<file path="config.mk">
export PLATFORM = sky130hd
export DESIGN_NAME = order_manager
export DESIGN_NICKNAME = d
export VERILOG_FILES = /design/src/rtl/order_manager.sv
export SDC_FILE = /design/constraint.sdc
export NUM_CORES = 1
export LEC_CHECK = 0
export ABC_AREA = 1
export CAP_MARGIN = 0
export CORE_MARGIN = 4
export CORE_UTILIZATION = 62
export CTS_CLUSTER_DIAMETER = 200
export DETAILED_ROUTE_END_ITERATION = 8
export GPL_ROUTABILITY_DRIVEN = 0
export MAX_ROUTING_LAYER = met4
export PLACE_DENSITY = 0.88
export SLEW_MARGIN = 20
export SYNTH_ARGS = -nofsm -noshare
export SYNTH_HDL_FRONTEND = slang
export SYNTH_SLANG_ARGS = --single-unit
</file>
<file path="constraint.sdc">
create_clock -name clk -period 11.6 [get_ports clk]
set_clock_uncertainty 0.15 [all_clocks]
set_input_delay 2.32 -clock clk [delete_from_list [all_inputs] [get_ports clk]]
set_output_delay 2.32 -clock clk [all_outputs]
set_load 0.005 [all_outputs]
</file>
<file path="src/rtl/order_manager.sv">
// order_manager: turns qualified buy/sell decisions and the live price stream
// into single-position market orders over a valid/ready handshake. It also
// tracks the position, runs a post-fill cooldown, fires a hard stop-loss and
// accumulates realized P&L.
module order_manager #(
  parameter logic [7:0]  QTY        = 8'd10,
  parameter int unsigned COOLDOWN   = 4,
  parameter logic [15:0] STOP_DELTA = 16'd200
) (
  input  logic        clk,
  input  logic        rst,
  input  logic [15:0] price_in,
  input  logic        new_price,
  input  logic        buy,
  input  logic        sell,
  input  logic        sig_valid,
  output logic        order_valid,
  input  logic        order_ready,
  output logic        order_side,
  output logic [15:0] order_price,
  output logic [7:0]  order_qty,
  output logic        long_pos,
  output logic [15:0] entry_price,
  output logic [31:0] realized_pnl,
  output logic [7:0]  trade_cnt,
  output logic        stop_hit
);

  localparam logic [7:0] COOL_LOAD = 8'(COOLDOWN);

  typedef enum logic [1:0] {FLAT, PEND_BUY, LONG, PEND_SELL} state_t;

  state_t      state_q, state_d;
  logic [15:0] last_price_q, last_price_d;
  logic        price_seen_q, price_seen_d;
  logic [7:0]  cooldown_q, cooldown_d;
  logic        order_side_q, order_side_d;
  logic [15:0] order_price_q, order_price_d;
  logic [15:0] entry_price_q, entry_price_d;
  logic        long_pos_q, long_pos_d;
  logic [31:0] realized_pnl_q, realized_pnl_d;
  logic [7:0]  trade_cnt_q, trade_cnt_d;
  logic        stop_hit_q, stop_hit_d;

  logic [15:0]        cur_price;
  logic               fill;
  logic               sig_buy;
  logic               sig_sell;
  logic               stop_trig;
  logic signed [16:0] pnl_diff;
  logic signed [24:0] pnl_diff_ext;
  logic signed [24:0] qty_ext;
  logic signed [24:0] pnl_prod;

  assign order_valid  = (state_q == PEND_BUY) || (state_q == PEND_SELL);
  assign order_side   = order_side_q;
  assign order_price  = order_price_q;
  assign order_qty    = order_valid ? QTY : 8'd0;
  assign long_pos     = long_pos_q;
  assign entry_price  = entry_price_q;
  assign realized_pnl = realized_pnl_q;
  assign trade_cnt    = trade_cnt_q;
  assign stop_hit     = stop_hit_q;

  // Next-state logic: price tracking, cooldown, order FSM, fills and P&L.
  always_comb begin
    state_d        = state_q;
    last_price_d   = last_price_q;
    price_seen_d   = price_seen_q;
    cooldown_d     = cooldown_q;
    order_side_d   = order_side_q;
    order_price_d  = order_price_q;
    entry_price_d  = entry_price_q;
    long_pos_d     = long_pos_q;
    realized_pnl_d = realized_pnl_q;
    trade_cnt_d    = trade_cnt_q;
    stop_hit_d     = 1'b0;

    cur_price = new_price ? price_in : last_price_q;
    fill      = order_valid & order_ready;
    sig_buy   = sig_valid & buy & ~sell;
    sig_sell  = sig_valid & sell & ~buy;
    stop_trig = new_price &&
                (({1'b0, price_in} + {1'b0, STOP_DELTA}) < {1'b0, entry_price_q});

    pnl_diff     = $signed({1'b0, order_price_q}) - $signed({1'b0, entry_price_q});
    pnl_diff_ext = {{8{pnl_diff[16]}}, pnl_diff};
    qty_ext      = {17'd0, QTY};
    pnl_prod     = pnl_diff_ext * qty_ext;

    if (new_price) begin
      last_price_d = price_in;
      price_seen_d = 1'b1;
    end

    if (new_price && (cooldown_q != 8'd0)) begin
      cooldown_d = cooldown_q - 8'd1;
    end

    case (state_q)
      FLAT: begin
        if (sig_buy && (price_seen_q || new_price) && (cooldown_q == 8'd0)) begin
          state_d       = PEND_BUY;
          order_side_d  = 1'b0;
          order_price_d = cur_price;
        end
      end
      PEND_BUY: begin
        if (fill) begin
          state_d       = LONG;
          entry_price_d = order_price_q;
          long_pos_d    = 1'b1;
          trade_cnt_d   = trade_cnt_q + 8'd1;
          cooldown_d    = COOL_LOAD;
        end
      end
      LONG: begin
        if (stop_trig) begin
          state_d       = PEND_SELL;
          order_side_d  = 1'b1;
          order_price_d = price_in;
          stop_hit_d    = 1'b1;
        end else if (sig_sell && (cooldown_q == 8'd0)) begin
          state_d       = PEND_SELL;
          order_side_d  = 1'b1;
          order_price_d = cur_price;
        end
      end
      PEND_SELL: begin
        if (fill) begin
          state_d        = FLAT;
          long_pos_d     = 1'b0;
          realized_pnl_d = realized_pnl_q + {{7{pnl_prod[24]}}, pnl_prod};
          trade_cnt_d    = trade_cnt_q + 8'd1;
          cooldown_d     = COOL_LOAD;
        end
      end
      default: state_d = FLAT;
    endcase
  end

  // State registers; reset clears everything and drops any pending order at once.
  always_ff @(posedge clk or negedge rst) begin
    if (!rst) begin
      state_q        <= FLAT;
      last_price_q   <= 16'd0;
      price_seen_q   <= 1'b0;
      cooldown_q     <= 8'd0;
      order_side_q   <= 1'b0;
      order_price_q  <= 16'd0;
      entry_price_q  <= 16'd0;
      long_pos_q     <= 1'b0;
      realized_pnl_q <= 32'd0;
      trade_cnt_q    <= 8'd0;
      stop_hit_q     <= 1'b0;
    end else begin
      state_q        <= state_d;
      last_price_q   <= last_price_d;
      price_seen_q   <= price_seen_d;
      cooldown_q     <= cooldown_d;
      order_side_q   <= order_side_d;
      order_price_q  <= order_price_d;
      entry_price_q  <= entry_price_d;
      long_pos_q     <= long_pos_d;
      realized_pnl_q <= realized_pnl_d;
      trade_cnt_q    <= trade_cnt_d;
      stop_hit_q     <= stop_hit_d;
    end
  end

endmodule

</file>
# After elaboration in Yosys (flattened, before gate mapping)

Index checks and enable logic that the tools add are counted.

Register bits after elaboration: 102
Input bits: 23
Output and inout port bits: 84
Logic and storage cells: 75

$add $sub $neg: 5
Multiply operators: 1
$lt $le $gt $ge: 1
Equality and inequality tests: 7
Mux-type cells: 24
Bitwise operators: 7
Reductions and logical operators: 19

Operator list:

| operator                                                             | number |
|---|---|
| 16-bit two-way mux                                                   | 4 |
| 32-bit adder                                                         | 1 |
| 16-bit one-hot mux with 2 select lines                               | 1 |
| 8-bit two-way mux                                                    | 3 |
| 17-bit by 4-bit multiplier with 21-bit output, second input constant | 1 |
| 16-bit by 8-bit adder with 17-bit output, second input constant      | 1 |
| 17-bit by 16-bit < comparator with 1-bit output                      | 1 |
| 16-bit by 16-bit subtractor with 17-bit output                       | 1 |
| 2-bit two-way mux                                                    | 5 |
| 8-bit by 1-bit adder with 8-bit output, second input constant        | 1 |
| 8-bit logical NOT                                                    | 1 |
| 2-bit one-hot mux with 4 select lines                                | 1 |
| 8-bit nonzero test                                                   | 1 |
| 8-bit by 1-bit subtractor with 8-bit output, second input constant   | 1 |
| 1-bit two-way mux                                                    | 7 |
| 2-bit != test, second input constant                                 | 3 |
| 2-bit AND reduction                                                  | 3 |
| 3-bit AND reduction                                                  | 2 |
| 1-bit AND                                                            | 5 |
| 1-bit logical AND                                                    | 5 |
| 2-bit == test, second input constant                                 | 2 |
| 4-bit two-way mux                                                    | 1 |
| 1-bit one-hot mux with 2 select lines                                | 2 |
| 4-bit AND reduction                                                  | 1 |
| 7 further kinds                                                      | 10 |

# Longest topological paths before layout

Depth in word-level cells: 6
Mapped depth: 33
Gate-level depth less buffers: 33

# Worst setup path after synthesis

Ideal clock, no wire load.

Kind: reg2reg
Start: reg order_price_q[0], in the netlist order_price[0]
End: reg realized_pnl_q[21], in the netlist realized_pnl[21]
Library setup time: 0.118 ns
Arrival time: 4.539 ns
Required time: 11.332 ns
Path slack: 6.793 ns
Cell stages (with the launch flop): 27
Path buffers: 0
Period minus slack after synthesis: 4.807 ns
Cell sequence: dfrtp_1 > inv_1 > ha_1 > fa_1 > o21ai_1 > nand2_1 > nand2_1 > nand2_1 > o21bai_1 > a31oi_1 > xor2_1 > ha_1 > ha_1 > a21oi_1 > o21ai_0 > nand2_1 > o21ai_0 > a31oi_1 > xor2_1 > ha_1 > a21oi_1 > o21ai_0 > a21oi_1 > nand3_1 > or2_2 > nand3_1 > nand2_1

Cells in the longest elaborated chain, start to end: 3

Ends and longest elaborated chain:

| element                                        | line | RTL |
|---|---|---|
| start: declaration                             | 38   | `logic [15:0] order_price_q, order_price_d;` |
| start signal: assignment                       | 162  | `order_price_q <= order_price_d;` |
| 16-bit by 16-bit subtractor with 17-bit output | 86   | `pnl_diff = $signed({1'b0, order_price_q}) - $signed({1'b0, entry_price_q});` |
| 17-bit by 4-bit multiplier with 21-bit output  | 89   | `pnl_prod = pnl_diff_ext * qty_ext;` |
| 32-bit adder                                   | 133  | `realized_pnl_d = realized_pnl_q + {{7{pnl_prod[24]}}, pnl_prod};` |
| end signal: assignment                         | 165  | `realized_pnl_q <= realized_pnl_d;` |
| end: declaration                               | 41   | `logic [31:0] realized_pnl_q, realized_pnl_d;` |

No other way between the ends.
A chain may end at the register's enable or synchronous reset.

# Final worst setup path

Start: reg order_price_q[0], in the netlist order_price[0]
End: reg realized_pnl_q[31], in the netlist realized_pnl[31]

Same word-level chain as after synthesis.

==> run summary <==
Outcome: completed
DRT iter0 DRCs: 540
Vias in the first global route: 7,739
Storage cell area: 0.00253 mm²
Top_reg_cell synth: dfrtp_1
Routed vias/inst: 5.61
Met3 WL: 1.37 mm
Setup bufs post-CTS: 0
Critical path type: reg -> reg
Ant diodes: 0
Post-synthesis sequential element count: 101
Clk pin slew, worst setup/hold paths: 0.07 ns
HP Class: reg -> reg
CTS tree: built
# resized after CTS: 0
Final setup viols: 0
Top cell type's share of synthesized area: 0.300
Post-DRT Antenna Nets: 0
Root Buffer: clkbuf_16
Clk sinks: 101
Uppermost layer routed: met4
IO Pins: 107
Max Slew Vio Count: 0
Placed wire-length estimate: 16.5 mm
Fill cells: 1,042
Die height: 125 µm
RSZ-0062 raised after global routing: false
Initial antenna violation count: 0
Area grow syn2layout: 16.6%
Syn Std Cell Area: 0.00842 mm²
Top cells by area, synth: dfrtp_1, nand2_1, ha_1
CP most frequent cell: nand2_1
Initial Util: 0.633
Final Cycle Share: 0.491
MaxCap Viol Count: 0
Die X-Extent: 125 µm
Vias after detailed routing: 8,031
Post-synth EDFFs: 0
Worst-Skew Late Latency: 0.37 ns
Share of layout cells above drive strength 1: 0.0406
Post-Route WL: 21.3 mm
Port buffer count: 99
CP max stage cell: ha_1
Yosys warns: 0
First-pass DRT Iterations: 5
Die footprint: 0.0155 mm²
Post-DR wirelength/cell: 14.8 µm
Deepest clock path buffer count: 2
Post-synthesis cell type count: 43
Slew @ Worst Pin: 0.999 ns
Crit path required time: 11.71 ns
Worst Path Arrival: 5.80 ns
H-tree depth: 3
Worst-path fanout max: 12
FFs w/ async S/R, synth: 1.00
Critical path's largest stage delay: 0.44 ns
Startpoint Class: flop
Gr usage total: 0.286
Met2 wire length: 9.92 mm
Max Clk Rate: 176 MHz
Pin count of the biggest net entering global routing: 78
Sequential area share after synthesis: 0.300
Gate Count Post-Synth: 1,160
Fin nets: 1,381
CTS Buf Count: 9
Final hold violations: 0
Remaining global-route overflow: 0
First-pass GRT wire length: 36.1 mm
Final setup TNS: 0 ns
Multi-input gate area: 0.00526 mm²
M1 wire length: 9.40 mm
Commonest cells after routing, fill and taps aside: nand2_1, inv_1, ha_1
Syn_area_per_cell: 7.26 µm²
Max_slew headroom: 0.334
Kind of end point of the critical path: flop
Std cell rows: 42
CTS Hold Bufs: 0
Most common cell after layout, fill and taps aside: nand2_1
Leading area contributor after synthesis: dfrtp_1
Post-route DRC: 0
Minimum clock period: 5.69 ns
Core area: 0.0133 mm²
[worst max-delay path: cells and delay by family, from the launching register on]
kind                       cells  cell delay (ns)
buffers and inverters          4             0.43
adders and majority gates      5             1.73
DFF                            1             0.38
AOI/OAI and AO/OA              4             0.74
and+or+nand+nor               19             1.92
xor gates and xnor gates       1             0.23
[metrics by stage]
step	std cells	area [µm²]	worst slack, ns	hold slack (ns)	util
after global placement	1416	9500	5.99	0.274	0.714
after CTS	1432	9820	6.02	0.324	0.739
after floorplan	1166	8440	6.79	0.260	-
final	1432	9820	5.91	0.314	0.739
after global routing	1432	9820	5.46	0.341	0.739
after detailed placement	1416	9500	5.87	0.305	0.714
[routing by layer]
layer  up-vias  global-route usage
li1       3975                   -
met1      3717               0.376
met2       296               0.455
met3        43              0.0446
met4         0              0.0941
met5         -                   -
[Yosys cell counts, types with 2 or more instances]
cell type / instances
o21ai_1: 9
a21o_1: 6
xnor2_1: 22
dfrtp_1: 101
or2_2: 7
o21ai_0: 66
nor3_1: 14
nand3_2: 13
o211ai_1: 6
nand3_1: 62
o21bai_1: 8
nand2_4: 2
nor4_1: 2
inv_2: 2
buf_12: 2
nand2_1: 352
nor2_2: 3
inv_1: 127
clkbuf_1: 13
xor2_1: 32
buf_2: 3
a31oi_1: 7
nor2_1: 78
a211oi_1: 2
nand4_1: 18
ha_1: 104
a21oi_1: 67
buf_4: 9
a21boi_0: 3
nand2_2: 3
nand3b_1: 2
fa_1: 3
o21a_1: 2
[registers in the layout, summed over array words and instances, names as in the netlist, 2 cells and up]
signal,count
trade_cnt,8
realized_pnl,31
cooldown_q,8
last_price_q,16
order_price,16
state_q,2
entry_price,16
[logic make-up after synthesis]
kind of cell,synth area share
buffers and inverters,0.0779
other,0.000445
AND/OR/NAND/NOR,0.286
adder cells (fa/ha/maj),0.162
XOR/XNOR,0.0562
flip-flops,0.300
AO/OA/AOI/OAI,0.118
[final timing paths]
kind / slack [ns] / from / depth (start not counted) / end
min in group asynchronous: 1.71 / rst / 1 / realized_pnl[7]
worst min register to register: 0.31 / price_seen_q / 2 / price_seen_q
worst max-delay path: 5.91 / order_price[0] / 33 / realized_pnl[31]
worst min-delay path: 0.31 / price_seen_q / 2 / price_seen_q
max in group asynchronous: 8.30 / rst / 2 / order_price[7]
worst max register to register: 5.91 / order_price[0] / 33 / realized_pnl[31]
[layout make-up]
| type | instances | area share |
|---|---|---|
| clock buffer | 11 | 0.0257 |
| clock inverter | 5 | 0.00739 |
| inverter | 129 | 0.0493 |
| multi-input combinational | 909 | 0.536 |
| sequential | 101 | 0.257 |
| tap | 176 | 0.0224 |
| timing repair buffer | 101 | 0.102 |
Power is not shown: default switching activity piles up to over one toggle a cycle in this logic, so the estimate is an artifact.
